### config.mk
export PLATFORM = sky130hd
export DESIGN_NAME = tinker_muldiv_flat
export DESIGN_NICKNAME = d
export VERILOG_FILES = /design/src/rtl/tinker_pkg.sv /design/src/rtl/tinker_muldiv_if.sv /design/src/rtl/muldiv_step.sv /design/src/rtl/tinker_muldiv.sv /design/src/flat_wrapper.sv
export SDC_FILE = /design/constraint.sdc
export NUM_CORES = 2
export LEC_CHECK = 0
export BUFFER_PORTS_ARGS = -buffer_cell sky130_fd_sc_hd__buf_2
export CORE_ASPECT_RATIO = 1.4
export CORE_MARGIN = 2
export CORE_UTILIZATION = 35
export DETAILED_ROUTE_END_ITERATION = 7
export GPL_ROUTABILITY_DRIVEN = 0
export HOLD_SLACK_MARGIN = 0.05
export PLACE_DENSITY_LB_ADDON = 0.05
export SETUP_SLACK_MARGIN = 0.3
export SKIP_CTS_REPAIR_TIMING = 1
export SLEW_MARGIN = 20
export SYNTH_ARGS = -nofsm -noshare
export SYNTH_HDL_FRONTEND = slang
export SYNTH_SLANG_ARGS = --single-unit
### constraint.sdc
create_clock -name clk -period 10.9 [get_ports clk]
set_input_delay 2.725 -clock clk [delete_from_list [all_inputs] [get_ports clk]]
set_output_delay 2.725 -clock clk [all_outputs]
set_load 0.1 [all_outputs]
### src/rtl/tinker_pkg.sv
// Shared types for the Tinker execute-stage multiply/divide unit.
package tinker_pkg;

  typedef enum logic [1:0] {
    MUL  = 2'd0,
    MULH = 2'd1,
    DIV  = 2'd2,
    REM  = 2'd3
  } md_op_e;

  typedef enum logic [1:0] {
    IDLE = 2'd0,
    BUSY = 2'd1,
    FIX  = 2'd2,
    DONE = 2'd3
  } md_state_e;

endpackage

### src/rtl/tinker_muldiv_if.sv
// Request/response handshake bundle between execute and the multiply/divide unit.
interface tinker_muldiv_if #(
  parameter int XLEN  = 64,
  parameter int TAG_W = 5
);
  import tinker_pkg::*;

  logic             in_valid;
  logic             in_ready;
  md_op_e           in_op;
  logic             in_signed;
  logic [XLEN-1:0]  in_a;
  logic [XLEN-1:0]  in_b;
  logic [TAG_W-1:0] in_tag;
  logic             kill;
  logic             out_valid;
  logic             out_ready;
  logic [XLEN-1:0]  out_result;
  logic [TAG_W-1:0] out_tag;
  logic             busy;

  modport master (
    output in_valid, in_op, in_signed, in_a, in_b, in_tag, kill, out_ready,
    input  in_ready, out_valid, out_result, out_tag, busy
  );

  modport slave (
    input  in_valid, in_op, in_signed, in_a, in_b, in_tag, kill, out_ready,
    output in_ready, out_valid, out_result, out_tag, busy
  );

endinterface

### src/rtl/muldiv_step.sv
// One radix-2 iteration: shift-add for multiply, restoring shift-subtract for divide.
module muldiv_step
  import tinker_pkg::*;
#(
  parameter int XLEN = 64
) (
  input  md_op_e          op,
  input  logic [XLEN:0]   part,
  input  logic [XLEN-1:0] shift,
  input  logic [XLEN-1:0] operand,
  output logic [XLEN:0]   part_next,
  output logic [XLEN-1:0] shift_next,
  output logic            q_bit
);

  logic [XLEN:0] addend;
  logic [XLEN:0] sum;
  logic [XLEN:0] rem_shift;
  logic [XLEN:0] diff;

  // part holds the product high half or the running remainder; shift holds the
  // multiplier/dividend bits still to be consumed.
  always_comb begin
    addend     = '0;
    sum        = '0;
    rem_shift  = {part[XLEN-1:0], shift[XLEN-1]};
    diff       = rem_shift - {1'b0, operand};
    part_next  = part;
    shift_next = shift;
    q_bit      = 1'b0;
    if (op == DIV || op == REM) begin
      q_bit      = (rem_shift >= {1'b0, operand});
      part_next  = q_bit ? diff : rem_shift;
      shift_next = {shift[XLEN-2:0], 1'b0};
    end else begin
      addend     = shift[0] ? {1'b0, operand} : '0;
      sum        = part + addend;
      part_next  = {1'b0, sum[XLEN:1]};
      shift_next = {sum[0], shift[XLEN-1:1]};
    end
  end

endmodule

### src/rtl/tinker_muldiv.sv
// Iterative multiply/divide unit: one bit per cycle, sign fix-up, tagged valid/ready result.
module tinker_muldiv
  import tinker_pkg::*;
#(
  parameter int XLEN  = 64,
  parameter int TAG_W = 5
) (
  input logic            clk,
  input logic            reset,
  tinker_muldiv_if.slave bus
);

  localparam int CNT_W = $clog2(XLEN);
  localparam logic [XLEN-1:0] MIN_VAL = {1'b1, {(XLEN-1){1'b0}}};

  md_state_e        state;
  logic [CNT_W-1:0] cnt;
  md_op_e           op;
  logic             neg_res;
  logic             neg_rem;
  logic [XLEN-1:0]  operand;
  logic [XLEN:0]    part;
  logic [XLEN-1:0]  shift;
  logic [TAG_W-1:0] tag;

  logic [XLEN:0]    part_next;
  logic [XLEN-1:0]  shift_next;
  logic             q_bit;

  logic             accept;
  logic             a_neg;
  logic             b_neg;
  logic [XLEN-1:0]  a_mag;
  logic [XLEN-1:0]  b_mag;
  logic             req_div;
  logic             div_zero;
  logic             div_ovf;
  logic [XLEN-1:0]  special_result;
  logic [2*XLEN-1:0] prod;
  logic [XLEN-1:0]  fix_result;

  assign bus.in_ready  = (state == IDLE) || (state == DONE && bus.out_ready);
  assign bus.out_valid = (state == DONE);
  assign bus.busy      = (state != IDLE);
  assign accept        = bus.in_valid && bus.in_ready && !bus.kill;

  muldiv_step #(.XLEN(XLEN)) u_step (
    .op         (op),
    .part       (part),
    .shift      (shift),
    .operand    (operand),
    .part_next  (part_next),
    .shift_next (shift_next),
    .q_bit      (q_bit)
  );

  // Divide-by-zero and MIN/-1 bypass the engine with a fixed result.
  always_comb begin
    a_neg    = bus.in_signed & bus.in_a[XLEN-1];
    b_neg    = bus.in_signed & bus.in_b[XLEN-1];
    a_mag    = a_neg ? -bus.in_a : bus.in_a;
    b_mag    = b_neg ? -bus.in_b : bus.in_b;
    req_div  = (bus.in_op == DIV) || (bus.in_op == REM);
    div_zero = req_div && (bus.in_b == '0);
    div_ovf  = req_div && bus.in_signed && (bus.in_a == MIN_VAL) && (bus.in_b == '1);
    special_result = '0;
    if (div_zero)
      special_result = (bus.in_op == DIV) ? '1 : bus.in_a;
    else if (bus.in_op == DIV)
      special_result = MIN_VAL;
  end

  always_comb begin
    prod = {part[XLEN-1:0], shift};
    if (neg_res)
      prod = -prod;
    case (op)
      MUL:     fix_result = prod[XLEN-1:0];
      MULH:    fix_result = prod[2*XLEN-1:XLEN];
      DIV:     fix_result = neg_res ? -shift : shift;
      default: fix_result = neg_rem ? -part[XLEN-1:0] : part[XLEN-1:0];
    endcase
  end

  always_ff @(posedge clk or negedge reset) begin
    if (!reset) begin
      state          <= IDLE;
      cnt            <= '0;
      op             <= MUL;
      neg_res        <= 1'b0;
      neg_rem        <= 1'b0;
      operand        <= '0;
      part           <= '0;
      shift          <= '0;
      tag            <= '0;
      bus.out_result <= '0;
      bus.out_tag    <= '0;
    end else if (bus.kill) begin
      state <= IDLE;
    end else if (accept) begin
      op      <= bus.in_op;
      tag     <= bus.in_tag;
      neg_res <= a_neg ^ b_neg;
      neg_rem <= a_neg;
      operand <= b_mag;
      part    <= '0;
      shift   <= a_mag;
      cnt     <= '0;
      if (div_zero || div_ovf) begin
        bus.out_result <= special_result;
        bus.out_tag    <= bus.in_tag;
        state          <= DONE;
      end else begin
        state <= BUSY;
      end
    end else begin
      case (state)
        BUSY: begin
          part  <= part_next;
          // The quotient bit enters at the bottom as the dividend shifts out the top.
          shift <= (op == DIV || op == REM) ? {shift_next[XLEN-1:1], q_bit} : shift_next;
          cnt   <= cnt + CNT_W'(1);
          if (cnt == CNT_W'(XLEN-1))
            state <= FIX;
        end
        FIX: begin
          bus.out_result <= fix_result;
          bus.out_tag    <= tag;
          state          <= DONE;
        end
        DONE: begin
          if (bus.out_ready)
            state <= IDLE;
        end
        default: ;
      endcase
    end
  end

endmodule

### src/flat_wrapper.sv
// flat-port wrapper written by rule: the top's interface ports become plain ports
module tinker_muldiv_flat import tinker_pkg::*;
#(
  parameter int XLEN  = 64,
  parameter int TAG_W = 5
)
  (clk, reset, bus_in_valid, bus_in_op, bus_in_signed, bus_in_a, bus_in_b, bus_in_tag, bus_kill, bus_out_ready, bus_in_ready, bus_out_valid, bus_out_result, bus_out_tag, bus_busy);
  tinker_muldiv_if #(.XLEN(XLEN), .TAG_W(TAG_W)) bus_i ();
  input logic clk;
  input logic reset;
  input wire logic [$bits(bus_i.in_valid)-1:0] bus_in_valid;
  input wire logic [$bits(bus_i.in_op)-1:0] bus_in_op;
  input wire logic [$bits(bus_i.in_signed)-1:0] bus_in_signed;
  input wire logic [$bits(bus_i.in_a)-1:0] bus_in_a;
  input wire logic [$bits(bus_i.in_b)-1:0] bus_in_b;
  input wire logic [$bits(bus_i.in_tag)-1:0] bus_in_tag;
  input wire logic [$bits(bus_i.kill)-1:0] bus_kill;
  input wire logic [$bits(bus_i.out_ready)-1:0] bus_out_ready;
  output wire logic [$bits(bus_i.in_ready)-1:0] bus_in_ready;
  output wire logic [$bits(bus_i.out_valid)-1:0] bus_out_valid;
  output wire logic [$bits(bus_i.out_result)-1:0] bus_out_result;
  output wire logic [$bits(bus_i.out_tag)-1:0] bus_out_tag;
  output wire logic [$bits(bus_i.busy)-1:0] bus_busy;
  assign bus_i.in_valid = bus_in_valid;
  assign bus_i.in_op = bus_in_op;
  assign bus_i.in_signed = bus_in_signed;
  assign bus_i.in_a = bus_in_a;
  assign bus_i.in_b = bus_in_b;
  assign bus_i.in_tag = bus_in_tag;
  assign bus_i.kill = bus_kill;
  assign bus_i.out_ready = bus_out_ready;
  assign bus_in_ready = bus_i.in_ready;
  assign bus_out_valid = bus_i.out_valid;
  assign bus_out_result = bus_i.out_result;
  assign bus_out_tag = bus_i.out_tag;
  assign bus_busy = bus_i.busy;
  tinker_muldiv #(.XLEN(XLEN), .TAG_W(TAG_W)) u_core (.clk(clk), .reset(reset), .bus(bus_i));
endmodule
# Word-level counts from Yosys, hierarchy flattened
# Index checks and enable logic that the tools add are counted.
# word_totals
in_bits	141
out_inout_bits	72
wordCells	93
ff_bits	279
# classes
n_bitwise	4
muxes	32
magnitude_cmp	1
eq_ne	14
reduce_logical	23
n_addsub	8
# op_table
cell	n
two-way mux 64 bit	14
two-way mux 65 bit	4
negator 64 bit	4
case mux 64 bit (3 select lines)	1
equality test 64 bit, second input constant	2
two-way mux 128 bit	1
negator 128 bit	1
adder 65 x 64 -> 65 bit	1
greater-or-equal comparator 65 x 64 -> 1 bit	1
subtractor 65 x 64 -> 65 bit	1
logical NOT 64 bit	1
two-way mux 5 bit	3
equality test 2 bit, second input constant	6
two-way mux 6 bit	2
two-way mux 2 bit	5
logical AND 1 bit	7
adder 6 x 1 -> 6 bit, second input constant	1
equality test 6 bit, second input constant	1
case mux 2 bit (3 select lines)	1
AND reduction 3 bit	2
nonzero test 2 bit	3
nonzero test 5 bit	1
equality test 2 x 1 -> 1 bit, second input constant	2
logical NOT 2 bit	2
other kinds (10)	15

# Logic depth before layout (Yosys ltp)
# logic_depth
depth_word	9
ltp_mapped	16
ltp_nobuf	15

# Modules after synthesis
# From an unflattened synthesis, not the netlist that was laid out.
# hier_totals
hier_cells	4371
area_unflattened_um2	31702.9
# modules_own_cells
module	n_inst	cells_each	seq_area_each_um2	area_each_um2
tinker_muldiv	1	2728	6981.7	20723.6
muldiv_step	1	1643	0.0	10979.3

# Worst setup path before layout
# Ideal clock, no wire load.
# synth_path
path_type	input to output
from	input bus_out_ready
to	output bus_in_ready
arrival_ns	3.501
slack_ns	4.674
stages	2
required_time_ns	8.175
path_buffers	0
path_cell_list	nand2_1 > nand2_1
# synth_between
elab_chain_len	2
# synth_rtl
item	line	source
start: declaration	flat_wrapper.sv:18	input wire logic [$bits(bus_i.out_ready)-1:0] bus_out_ready;
logical AND 1 bit	tinker_muldiv.sv:42	assign bus.in_ready = (state == IDLE) || (state == DONE && bus.out_ready);
logical OR 1 bit	tinker_muldiv.sv:42	
end: declaration	flat_wrapper.sv:19	output wire logic [$bits(bus_i.in_ready)-1:0] bus_in_ready;
# No other way between the ends.

# Worst setup path after layout
# layout_path
from	input bus_in_a[26]
to	register u_core.bus.out_result[49]
# layout_between
elab_chain_len	6
# layout_rtl
item	line	source
start: declaration	flat_wrapper.sv:14	input wire logic [$bits(bus_i.in_a)-1:0] bus_in_a;
equality test 64 bit	tinker_muldiv.sv:65	div_ovf = req_div && bus.in_signed && (bus.in_a == MIN_VAL) && (bus.in_b == '1);
logical AND 1 bit (2 in a row)	tinker_muldiv.sv:65	
logical OR 1 bit	tinker_muldiv.sv:109	if (div_zero || div_ovf) begin
inequality test 2 bit (no source line)	-	
AND reduction 3 bit (no source line)	-	
end signal: assignment	tinker_muldiv.sv:110	bus.out_result <= special_result;
end signal: assignment	tinker_muldiv.sv:127	bus.out_result <= fix_result;
end: declaration	tinker_muldiv_if.sv:29	output in_ready, out_valid, out_result, out_tag, busy
# No other way between the ends.
# A chain may end at the register's enable or synchronous reset.

==> metrics.md <==
| Metric | Value |
|---|---|
| Status | `finished, final reports clean` |
| Chip height | `~340 microns` |
| Clock Path Buffers | `3` |
| Min cycle time layout | `7.20 ns` |
| Area Overhead vs Synth | `10.6%` |
| Slew @ Worst Pin | `between 1 and 1.5 ns` |
| Die width | `roughly 250 microns` |
| Maxcap violations | `0` |
| Post-synthesis sequential element count | `roughly 280` |
| CP required | `11.40 ns` |
| Average size of a mapped cell | `around 7.3 sq um` |
| Startpoint Class | `primary input` |
| EDFF count, synth | `0` |
| Count of different cell masters after synthesis | `roughly 90` |
| Buffers on Ports | `between 200 and 250` |
| Largest cells by area after synthesis | `dfrtp_1, o21ai_0, a21oi_1` |
| Final #Nets | `4189` |
| Total die area | `between 0.08 and 0.09 sq mm` |
| DR WL/cell | `around 24 microns` |
| Post-Syn Instances | `roughly 3900` |
| Multi-input logic area | `about 0.02 sq mm` |
| GRT Util Overall | `~28%` |
| Post-route ant nets | `0` |
| DRC violations left | `0` |
| Core Rows | `123` |
| TritonCTS clock tree | `done` |
| Layout cell share with drive strength beyond 1 | `about a tenth` |
| Synth top area share | `about a quarter` |
| Via count | `a little under 30000` |
| Max-slew headroom | `29.7%` |
| FFs w/ async S/R, synth | `100%` |
| Initial antenna violation count | `1` |
| Synthesized area | `between 0.02 and 0.03 sq mm` |
| RSZ-0062 raised after global routing | `false` |
| Setup_tns | `0 ns` |
| FMAX | `0.139 GHz` |
| H-tree Lvls | `2` |
| I/O pins | `~210` |
| Clock Sinks | `279` |
| DRT Wirelength | `around 120000 microns` |
| Final setup fails | `0` |
| Fin crit share | `66.1%` |
| CP Class | `in2reg` |
| Synth area leader | `dfrtp_1` |
| Total CTS buffers | `36` |
| Fillcell total | `8722` |
| CP endpoint kind | `flip-flop` |
| Initial core utilization | `a little over a third` |
| Hold Crit Class | `reg2reg` |
| Iter 0 DRT Violations | `between 2000 and 2500` |
| WP data arrival | `approximately 7.7 ns` |
| Largest net degree at the start of global routing | `177` |
| Sequential area share after synthesis | `24.5%` |
| Vias in the first global route | `around 28000` |
| Crit Path Max Fanout | `59` |
| Grt ovf | `0` |
| CTS root buf | `clkbuf_16` |
| Sequential cell area | `roughly 0.0070 sq mm` |
| Dpl hpwl | `around 92000 microns` |
| Syn nets | `around 4200` |
| Vias per cell | `roughly 5.8` |
| Final hold violations | `0` |
| Most frequent cell after synthesis | `nor2_1` |
| Clock Latency Late Sink | `around 0.58 ns` |
| Core area | `between 0.08 and 0.09 sq mm` |
| Drt pass-1 iters | `5` |
| First-pass GRT wire length | `roughly 180000 microns` |
| Synth warn | `0` |
| Top FF cell, synth | `dfrtp_1` |
| Synth cell count leaders | `nor2_1, nand2_1, o21ai_0` |
| Clk pin slew, worst setup/hold paths | `around 0.07 ns` |
| Clock Skew | `0.0248 ns` |
| Slew Viols, Final | `0` |
## routing by layer
metal / vias to the layer above / share of wire [%] / GRT usage, % / wire length [microns]
li1: 14100 / - / - / -
met1: 13600 / 43 / 35.0 / 50600
met2: 838 / 48 / 47.7 / 56500
met3: 231 / 3.9 / 2.40 / 4640
met4: 0 / 5.3 / 13.3 / 6270
met5: - / 0 / 0 / 0
## state kept, by name, indices dropped and copies added, names as in the netlist
signal                 count
u_core.bus.out_result     64
u_core.bus.out_tag         5
u_core.cnt                 6
u_core.neg_rem             1
u_core.neg_res             1
u_core.op                  2
u_core.operand            64
u_core.part               65
u_core.shift              64
u_core.state               2
u_core.tag                 5
## cells by family (layout without fill, tap and decap cells)
family / count (synthesis) / count (layout) / synth area share [%]
adders and majority gates: 141 / 141 / 6.25
and+or+nand+nor: 1331 / 1331 / 21.9
AOI/OAI and AO/OA: 1293 / 1293 / 27.9
DFF: 279 / 279 / 24.5
other: 0 / 1 / 0
muxes: 81 / 81 / 2.85
xor gates and xnor gates: 363 / 363 / 11.2
buffers and inverters: 392 / 444 / 5.41
## worst paths after layout
kind,cells after the start,end,slack (ns),start
max,12,u_core.bus.out_result[49],3.70,bus_in_a[26]
min,2,u_core.operand[34],0.47,u_core.operand[34]
max reg2reg,15,u_core.part[63],6.02,u_core.shift[0]
min reg2reg,2,u_core.operand[34],0.47,u_core.operand[34]
max in group asynchronous,2,u_core.op[1],7.29,reset
min in group asynchronous,1,u_core.bus.out_tag[1],2.10,reset
## per-stage QoR
stage | util (%) | instances | hold WS, ns | worst slack, ns | cell area [sq um]
floorplan | - | 3880 | 0.441 | 4.67 | 28500
global placement | 37.6 | 4931 | 0.461 | 3.20 | 30200
detailed placement | 37.6 | 4931 | 0.463 | 3.14 | 30200
CTS | 39.1 | 4994 | 0.480 | 3.74 | 31500
global route | 39.1 | 4994 | 0.502 | 3.45 | 31500
finish | 39.1 | 4995 | 0.474 | 3.70 | 31500
## cells in the final DEF (no fill, tap or decap), types with 61 or more instances in the layout
cell type | Yosys | final
nor2_1 | 431 | 427
ha_1 | 139 | 139
buf_2 | 6 | 211
o21ai_0 | 381 | 381
nand3_1 | 71 | 71
nand2_1 | 394 | 393
nor3_1 | 85 | 85
a21o_1 | 72 | 72
mux2i_1 | 80 | 80
xor2_1 | 168 | 168
a211oi_1 | 69 | 69
dfrtp_1 | 279 | 276
xnor2_1 | 195 | 195
inv_1 | 123 | 123
nand4_1 | 70 | 70
a21oi_1 | 362 | 362
a31oi_1 | 61 | 61
## final cells by class
class / instances / area share, %
timing repair buffer: 257 / 4.55
clock inverter: 22 / 0.854
multi-input combinational: 3209 / 63.6
inverter: 124 / 1.48
sequential: 279 / 22.2
antenna: 1 / 0.00795
clock buffer: 41 / 3.11
tap: 1062 / 4.22
## critical path, cell delays in order
cell      delay (ns)
buf_2           0.12
or4_1           0.60
nor4_1          0.64
nand3_1         0.24
nor4_2          0.89
nor2b_2         0.37
nand2_1         0.23
a31oi_4         0.29
o21a_4          0.61
buf_4           0.51
nand2_2         0.16
o211ai_1        0.22
Power is left out: the tool's default activity adds up to more than one toggle a clock period on the data nets, which glitch-free logic cannot reach.
